===== src/rtl/led_chaser.sv =====
// -----------------------------------------------------------------------------
// led_chaser
//
// Running-light generator for a chain of LED boards driven from one clock.
// A single lit "head" LED moves across BOARDS*WIDTH LEDs once every DIV
// clock cycles. It can rotate up, rotate down, bounce between the ends, or
// hold in place. Each WIDTH-bit slice of `leds` drives one board. Slice 0 is
// the master board; the higher slices are forwarded to the slave boards.
//
// Optional feature:
//   LED_CHASER_TAIL_EN - when defined, the previous head position is also
//                        lit, which gives a two-LED comet.
//
// Parameters:
//   BOARDS - number of boards in the chain (>= 1)
//   WIDTH  - LEDs per board (>= 1)
//   DIV    - clock cycles per step (>= 1)
//
// Ports:
//   clk   in  1   system clock, rising edge
//   rst   in  1   asynchronous active-high reset
//   Start in  1   run enable; low forces idle
//   mode  in  2   00 rotate up, 01 rotate down, 10 bounce, 11 hold
//   leds  out N   LED pattern, N = BOARDS*WIDTH
//   pos   out PW  index of the head LED
//   step  out 1   one-cycle pulse, first cycle a new pattern is shown
//   wrap  out 1   one-cycle pulse with step when the head wraps or reverses
// -----------------------------------------------------------------------------
module led_chaser #(
  parameter  int BOARDS = 3,
  parameter  int WIDTH  = 8,
  parameter  int DIV    = 50000000,
  localparam int N      = BOARDS * WIDTH,
  localparam int PW     = ($clog2(N) < 1) ? 1 : $clog2(N)
) (
  input  logic          clk,
  input  logic          rst,
  input  logic          Start,
  input  logic [1:0]    mode,
  output logic [N-1:0]  leds,
  output logic [PW-1:0] pos,
  output logic          step,
  output logic          wrap
);

  localparam int            CW       = (DIV > 1) ? $clog2(DIV) : 1;
  localparam logic [CW-1:0] CNT_LAST = CW'(DIV - 1);
  localparam logic [PW-1:0] POS_LAST = PW'(N - 1);

  typedef enum logic {IDLE, RUN} state_t;
  typedef enum logic {DIR_UP, DIR_DOWN} dir_t;

  state_t        state_reg;
  dir_t          dir_reg;
  logic [CW-1:0] cnt_reg;

  // Head position and direction to use when seeding from IDLE
  logic [PW-1:0] seed_pos;
  dir_t          seed_dir;

  // Head position, direction and wrap flag that a step would produce
  logic [PW-1:0] step_pos;
  dir_t          step_dir;
  logic          step_wrap;

  logic [N-1:0]  seed_leds;
  logic [N-1:0]  step_leds;

`ifdef LED_CHASER_TAIL_EN
  logic [PW-1:0] prev_reg;
`endif

  // A rotate-down start seeds at the top and faces down, so that a later
  // switch to bounce keeps moving down.
  always_comb begin
    seed_pos = '0;
    seed_dir = DIR_UP;
    if (mode == 2'b01) begin
      seed_pos = POS_LAST;
      seed_dir = DIR_DOWN;
    end
  end

  always_comb begin
    step_pos  = pos;
    step_dir  = dir_reg;
    step_wrap = 1'b0;
    case (mode)
      2'b00: begin
        step_dir = DIR_UP;
        if (pos == POS_LAST) begin
          step_pos  = '0;
          step_wrap = 1'b1;
        end else begin
          step_pos = pos + PW'(1);
        end
      end
      2'b01: begin
        step_dir = DIR_DOWN;
        if (pos == '0) begin
          step_pos  = POS_LAST;
          step_wrap = 1'b1;
        end else begin
          step_pos = pos - PW'(1);
        end
      end
      2'b10: begin
        // Reversal moves one position away from the end in the same step,
        // so each end LED is shown for only one step.
        if (dir_reg == DIR_UP && pos == POS_LAST) begin
          step_pos  = POS_LAST - PW'(1);
          step_dir  = DIR_DOWN;
          step_wrap = 1'b1;
        end else if (dir_reg == DIR_DOWN && pos == '0) begin
          step_pos  = PW'(1);
          step_dir  = DIR_UP;
          step_wrap = 1'b1;
        end else if (dir_reg == DIR_UP) begin
          step_pos = pos + PW'(1);
        end else begin
          step_pos = pos - PW'(1);
        end
      end
      default: ;  // hold: head and direction unchanged
    endcase
  end

  // One-hot decode of the next pattern. With the tail enabled, the outgoing
  // head position (current pos) stays lit alongside the new head. In hold
  // mode both are the same LED.
  for (genvar gi = 0; gi < N; gi++) begin : g_dec
    assign seed_leds[gi] = (seed_pos == PW'(gi));
`ifdef LED_CHASER_TAIL_EN
    assign step_leds[gi] = (step_pos == PW'(gi)) | (pos == PW'(gi));
`else
    assign step_leds[gi] = (step_pos == PW'(gi));
`endif
  end

  always_ff @(posedge clk or posedge rst) begin
    if (rst) begin
      state_reg <= IDLE;
      dir_reg   <= DIR_UP;
      cnt_reg   <= '0;
      leds      <= '0;
      pos       <= '0;
      step      <= 1'b0;
      wrap      <= 1'b0;
`ifdef LED_CHASER_TAIL_EN
      prev_reg  <= '0;
`endif
    end else begin
      case (state_reg)
        IDLE: begin
          cnt_reg <= '0;
          wrap    <= 1'b0;
          if (Start) begin
            state_reg <= RUN;
            pos       <= seed_pos;
            dir_reg   <= seed_dir;
            leds      <= seed_leds;
            step      <= 1'b1;
`ifdef LED_CHASER_TAIL_EN
            prev_reg  <= seed_pos;
`endif
          end else begin
            leds <= '0;
            step <= 1'b0;
          end
        end
        default: begin  // RUN
          if (!Start) begin
            // Stopping takes priority over a step due in the same cycle.
            state_reg <= IDLE;
            dir_reg   <= DIR_UP;
            cnt_reg   <= '0;
            leds      <= '0;
            pos       <= '0;
            step      <= 1'b0;
            wrap      <= 1'b0;
`ifdef LED_CHASER_TAIL_EN
            prev_reg  <= '0;
`endif
          end else if (cnt_reg == CNT_LAST) begin
            cnt_reg  <= '0;
            pos      <= step_pos;
            dir_reg  <= step_dir;
            leds     <= step_leds;
            step     <= 1'b1;
            wrap     <= step_wrap;
`ifdef LED_CHASER_TAIL_EN
            prev_reg <= pos;
`endif
          end else begin
            cnt_reg <= cnt_reg + CW'(1);
            step    <= 1'b0;
            wrap    <= 1'b0;
          end
        end
      endcase
    end
  end

endmodule


===== config.mk =====
export PLATFORM = sky130hd
export DESIGN_NAME = led_chaser
export DESIGN_NICKNAME = d
export VERILOG_FILES = /design/src/rtl/led_chaser.sv
export SDC_FILE = /design/constraint.sdc
export NUM_CORES = 1
export LEC_CHECK = 0
export CAP_MARGIN = 0
export CORE_MARGIN = 10
export CORE_UTILIZATION = 56
export DETAILED_ROUTE_END_ITERATION = 10
export PLACE_DENSITY_LB_ADDON = 0.25
export SLEW_MARGIN = 10
export SYNTH_ARGS = -nofsm -noshare
export SYNTH_HDL_FRONTEND = slang
export SYNTH_SLANG_ARGS = --single-unit

===== constraint.sdc =====
create_clock -name clk -period 2.48 [get_ports clk]
set_clock_uncertainty 0.1 [all_clocks]
set_input_delay 0.248 -clock clk [delete_from_list [all_inputs] [get_ports clk]]
set_output_delay 0.248 -clock clk [all_outputs]
set_load 0.05 [all_outputs]

; ---- Word level (Yosys, flattened, before mapping)
; Index checks and enable logic that the tools add are counted.
[word_totals]
input_bits = 5
word_cells = 111
ff_bits = 59
output_inout_bits = 31
[op_classes]
n_reduce_logical = 9
mux = 38
eq_ne = 53
n_bitwise = 1
add_sub_neg = 3
[ops]
columns = operator, count
row1 = $mux 24, 4
row2 = $eq 5x5->1 const B, 17
row3 = $eq 5x4->1 const B, 16
row4 = $mux 26, 3
row5 = $mux 5, 10
row6 = $eq 5x3->1 const B, 8
row7 = $add 26x1->26 const B, 1
row8 = $eq 26x26->1 const B, 1
row9 = $eq 5x2->1 const B, 4
row10 = $mux 1, 18
row11 = $logic_not 5->1, 3
row12 = $pmux 5 s3, 1
row13 = $eq 5x1->1 const B, 2
row14 = $pmux 1 s3, 2
row15 = $add 5x1->5 const B, 1
row16 = $ne 5x2->1 const B, 1
row17 = $ne 5x5->1 const B, 1
row18 = $sub 5x1->5 const B, 1
row19 = $reduce_and 4->1, 1
row20 = $ne 3x2->1 const B, 1
row21 = $eq 2x1->1 const B, 1
row22 = $eq 2x2->1 const B, 1
row23 = $logic_and 1x1->1, 2
row24 = $logic_not 2->1, 1
row25 = 3 further kinds, 3

; ---- Longest topological paths before layout
[depth]
ltp_word = 9
mapped_depth = 9

; ---- Worst setup path after synthesis
; OpenSTA, ideal clock, no wires.
[synth_path]
path_type = register to register
startpoint = register pos[1]
endpoint = register leds[12]
synth_period_minus_slack_ns = 2.519
stages_incl_launch_ff = 8
slack_ns = -0.039
setup_time_ns = 0.078
t_required_ns = 2.302
arrival_time_ns = 2.341
path_cell_list = dfrtp_1 > ha_1 > nand4b_1 > a21oi_1 > o221a_2 > and2_1 > or3b_1 > o21ai_1
[synth_via]
elab_chain_cells = 9
[synth_rtl]
columns = element, line_no
row1 = start: declaration, 41  ; output logic [PW-1:0] pos,
row2 = start signal: assignment, 159  ; pos <= seed_pos;
row3 = start signal: assignment, 186  ; pos <= step_pos;
row4 = "$add 5x1->5, or another cell as far along", "95, 119"
row5 = $mux 5 or $logic_and 1x1->1 (tied branches), "118, 114"
row6 = $mux 5, 114  ; end else if (dir_reg == DIR_DOWN && pos == '0) begin
row7 = $mux 5, 110  ; if (dir_reg == DIR_UP && pos == POS_LAST) begin
row8 = $pmux 5 s3 *, 88  ; case (mode)
row9 = $eq 5x4->1 *, 136  ; assign step_leds[gi] = (step_pos == PW'(gi));
row10 = $mux 24 *, 184  ; end else if (cnt_reg == CNT_LAST) begin
row11 = $mux 24 *, 172  ; if (!Start) begin
row12 = $mux 24 *, 153  ; case (state_reg)
row13 = end signal: assignment, 161  ; leds <= seed_leds;
row14 = end signal: assignment, 188  ; leds <= step_leds;
row15 = end: declaration, 40  ; output logic [N-1:0] leds,
; Mark *: on every way between the ends. The rest lies on a longest branch, timed or not. The select of a mux whose other input is x is not followed.
; A chain may end at the register's enable or synchronous reset.

; ---- Final worst setup path
[layout_path]
startpoint = register pos[0]
endpoint = register leds[13]
; The elaborated chain is that of the path after synthesis.

==> flow_results.xml <==
<?xml version="1.0" encoding="UTF-8"?>
<metrics>
  <group name="outcome">
    <metric name="status" unit="">completed</metric>
  </group>
  <group name="logic_synthesis">
    <metric name="synth-main-ff-cell" unit="">sky130_fd_sc_hd__dfrtp_1</metric>
    <metric name="synth_enable_flop_cells" unit="">0</metric>
    <metric name="synth.top_cell.area_share" unit="%">47.6</metric>
    <metric name="synthDistinctLibCells" unit="">53</metric>
    <metric name="ys.warnings.count" unit="">0</metric>
    <metric name="syn-mean-instance-area" unit="sq um">9.43</metric>
    <metric name="syn-instance-count" unit="">329</metric>
    <metric name="synth_area" unit="sq um">3100</metric>
    <metric name="postSynthNetCount" unit="">341</metric>
    <metric name="synth_seq_area_share" unit="%">47.6</metric>
    <metric name="netlist.top_cell.by_area" unit="">sky130_fd_sc_hd__dfrtp_1</metric>
    <metric name="ys_top_cells_by_area" unit="">sky130_fd_sc_hd__dfrtp_1 (48%), sky130_fd_sc_hd__nand2_1 (5.2%), sky130_fd_sc_hd__xor2_1 (5.1%)</metric>
    <metric name="yosys_register_bits" unit="">59</metric>
    <metric name="postSynth.asyncResetShare" unit="%">100</metric>
  </group>
  <group name="timing">
    <metric name="achievable-frequency" unit="MHz">415</metric>
    <metric name="number_of_hold_slack_violations_in_the_final_timing_report" unit="">0</metric>
    <metric name="layout_worst_path_cycle_share" unit="%">97.3</metric>
    <metric name="tightestPinTransition" unit="ns">0.519</metric>
    <metric name="post-route-worst-setup-slack" unit="ns">0.0682</metric>
    <metric name="grt_setup_unrepaired" unit="">yes</metric>
    <metric name="setup_viol_count_final" unit="">0</metric>
    <metric name="finalCriticalPeriod" unit="ns">2.41</metric>
    <metric name="final_max_tran_viols" unit="">0</metric>
    <metric name="relSlewSlack" unit="%">65.3</metric>
    <metric name="holdWs" unit="ns">0.159</metric>
  </group>
  <group name="route">
    <metric name="routed-via-count" unit="">2630</metric>
    <metric name="number_of_remaining_drc_errors" unit="">0</metric>
    <metric name="avgViaCountPerCell" unit="">5.66</metric>
    <metric name="routed_wirelength" unit="um">7240</metric>
    <metric name="detailedRoute.firstPassIterationCount" unit="">4</metric>
    <metric name="drt_iter0_markers" unit="">173</metric>
    <metric name="antenna_violating_nets_left" unit="">0</metric>
    <metric name="drt-wirelength-per-cell" unit="um">15.6</metric>
  </group>
  <group name="cts">
    <metric name="worst_skew_pair.late_latency" unit="ns">0.34</metric>
    <metric name="cts.sink_count" unit="">59</metric>
    <metric name="cts_made_buffers" unit="">9</metric>
    <metric name="cts-htree-levels" unit="">3</metric>
    <metric name="cts-root-to-sink-buffers" unit="">2</metric>
    <metric name="tritoncts" unit="">done</metric>
    <metric name="path_clk_slew" unit="ns">0.07</metric>
    <metric name="clock-root-buffer" unit="">sky130_fd_sc_hd__clkbuf_8</metric>
  </group>
  <group name="grt">
    <metric name="global_route.overflow_total" unit="">0</metric>
    <metric name="grt_pass1_vias" unit="">2606</metric>
    <metric name="wire_length_of_the_first_global_routing_pass" unit="um">12400</metric>
    <metric name="antenna_found_initial" unit="">0</metric>
    <metric name="grt_start_max_net_pins" unit="">26</metric>
    <metric name="grt_util_all_layers" unit="%">17.1</metric>
  </group>
  <group name="power_and_ir_drop">
    <metric name="post-layout-total-power" unit="uW">2160</metric>
    <metric name="power.density" unit="nW/um^2">552</metric>
    <metric name="vdd_ir_drop_max" unit="uV">489</metric>
    <metric name="power.leakage" unit="uW">0.00166</metric>
  </group>
  <group name="layout">
    <metric name="layout.cells.most_common_list" unit="">sky130_fd_sc_hd__dfrtp_1 (56), sky130_fd_sc_hd__nand2_1 (43), sky130_fd_sc_hd__nor2_1 (38), sky130_fd_sc_hd__clkdlybuf4s50_1 (35), sky130_fd_sc_hd__buf_4 (26)</metric>
    <metric name="layout-drive-gt1-share" unit="%">17.0</metric>
    <metric name="layout_area_growth_over_synthesis" unit="%">26.1</metric>
    <metric name="finish.instance_area" unit="sq um">3910</metric>
    <metric name="nFillCells" unit="">422</metric>
    <metric name="largest_register_ffs" unit="">26</metric>
    <metric name="finish.cell_count_without_fillers" unit="">465</metric>
    <metric name="leading_cell_type_in_the_layout_fill_and_taps_excluded" unit="">sky130_fd_sc_hd__dfrtp_1</metric>
    <metric name="fin_nets" unit="">400</metric>
    <metric name="diodes" unit="">0</metric>
  </group>
  <group name="placement">
    <metric name="finalWeightedCongestion" unit="">0.930</metric>
    <metric name="placement.cell_area" unit="sq um">3670</metric>
    <metric name="dp.cells" unit="">447</metric>
    <metric name="placement.setup.worst_slack" unit="ns">-0.105</metric>
    <metric name="port_buffers" unit="">35</metric>
    <metric name="detailed_place_hpwl" unit="um">5350</metric>
  </group>
  <group name="setup_path">
    <metric name="worstSetupStartpointType" unit="">flip-flop</metric>
    <metric name="path_cells" unit="">inv_2 &gt; ha_1 &gt; nor4b_4 &gt; nand2_2 &gt; o211a_2 &gt; o41a_1 &gt; or3_4 &gt; o21ai_1</metric>
    <metric name="worstSetupEndpointType" unit="">flip-flop</metric>
    <metric name="critical_path_arrival" unit="ns">2.58</metric>
    <metric name="data_required_time_at_the_worst_endpoint" unit="ns">2.65</metric>
    <metric name="cp_class" unit="">flip-flop to flip-flop</metric>
    <metric name="slowest_delay" unit="ns">0.45</metric>
    <metric name="crit_family" unit="">simple AND/OR/NAND/NOR gates</metric>
    <metric name="cp_num_buf_inv" unit="">1</metric>
    <metric name="worstPathMaxFanout" unit="">6</metric>
    <metric name="cpMaxStageDelayCell" unit="">sky130_fd_sc_hd__dfrtp_2</metric>
  </group>
  <group name="floorplanning">
    <metric name="top_level_ports" unit="">36</metric>
    <metric name="design.core.area" unit="sq um">5440</metric>
    <metric name="horizontal_die_dimension" unit="um">94.4</metric>
    <metric name="design.die.area" unit="sq um">8920</metric>
    <metric name="core.rowCount" unit="">27</metric>
    <metric name="initial_cell_density_of_the_core" unit="%">57.0</metric>
    <metric name="chipHeight" unit="um">94.4</metric>
  </group>
  <group name="job">
    <metric name="cap_viol_max_count" unit="">0</metric>
  </group>
  <group name="min_path">
    <metric name="min-delay-path-class" unit="">primary input to async pin</metric>
  </group>
</metrics>
## logic make-up (layout without fill, tap and decap cells)
logic type	after synthesis	after routing	synth area share [%]
xor+xnor	25	25	7.06
simple gates	144	144	24.0
flops	59	59	47.6
compound gates	68	68	14.6
fa+ha+maj	7	7	2.82
mux	3	3	1.01
buf+inv	23	87	2.99
## power breakdown
group	internal (uW)	total, uW	switching (uW)
sequential	977	999	21.6
clock	463	861	397
combinational	113	299	186
total	1550	2160	604
## stage by stage
stage	TNS, ns	utilization, %
2_1_floorplan	0	-
5_1_grt	-0.0619	71.9
4_1_cts	0	71.0
3_3_place_gp	-0.0462	67.5
3_5_place_dp	-1.02	67.5
6_report	0	71.9
## Yosys cell counts, types with 3 or more instances
master	number
sky130_fd_sc_hd__o31ai_1	4
sky130_fd_sc_hd__nor2b_1	5
sky130_fd_sc_hd__nor2_1	38
sky130_fd_sc_hd__nand4_1	6
sky130_fd_sc_hd__a22o_1	4
sky130_fd_sc_hd__nor3_1	4
sky130_fd_sc_hd__xor2_1	18
sky130_fd_sc_hd__a31oi_1	4
sky130_fd_sc_hd__and3_1	5
sky130_fd_sc_hd__and2_1	3
sky130_fd_sc_hd__inv_1	10
sky130_fd_sc_hd__ha_1	7
sky130_fd_sc_hd__o21ai_1	23
sky130_fd_sc_hd__nor3b_1	3
sky130_fd_sc_hd__a21oi_1	9
sky130_fd_sc_hd__o21ai_0	9
sky130_fd_sc_hd__nand2_1	43
sky130_fd_sc_hd__dfrtp_1	59
sky130_fd_sc_hd__xnor2_1	7
sky130_fd_sc_hd__clkbuf_1	9
sky130_fd_sc_hd__nand3_1	15
sky130_fd_sc_hd__nand3b_1	4
## path summary, 6_finish.rpt
| path | slack, ns | from | endpoint | depth (start not counted) |
|---|---|---|---|---|
| max | 0.07 | pos[0] | leds[13] | 8 |
| min | 0.16 | rst | leds[20] | 2 |
| max reg2reg | 0.07 | pos[0] | leds[13] | 8 |
| min reg2reg | 0.39 | leds[8] | leds[8] | 2 |
| max in group asynchronous | 1.49 | rst | pos[2] | 3 |
| min in group clk | 0.39 | leds[8] | leds[8] | 2 |
## routing by layer
metal  up-vias  share of wire, %  track usage (%)
li1       1276                 -                -
met1      1266                42             21.2
met2        77                51             28.2
met4         0               1.7             6.84
met3        11               6.0             4.04
met5         -                 0                0
## repair_timing
item | 4_1_cts | 5_1_grt
hold buffers | 0 | 0
buffers inserted | 0 | 2
gates resized for setup | 0 | 8
endpoints found under the hold margin | 0 | 0
endpoints found under the setup margin | 0 | 24
## worst register-to-register path, stage by stage, from the launching register on
cell and delay (ns):
sky130_fd_sc_hd__dfrtp_2 0.45, sky130_fd_sc_hd__inv_2 0.07, sky130_fd_sc_hd__ha_1 0.15, sky130_fd_sc_hd__nor4b_4 0.35
sky130_fd_sc_hd__nand2_2 0.10, sky130_fd_sc_hd__o211a_2 0.17, sky130_fd_sc_hd__o41a_1 0.35, sky130_fd_sc_hd__or3_4 0.44
sky130_fd_sc_hd__o21ai_1 0.15
## area by class of cell
class	instances	area (sq um)	share of cell area, %
clock buffers	10	128	3.26
well taps	72	90.1	2.30
flip-flops and latches	59	1480	37.8
clock inverters	6	66.3	1.69
inverters	10	37.5	0.959
multi-input cells	247	1570	40.0
repair buffers	61	546	13.9
No activity file was read; power rests on OpenSTA's default activity.
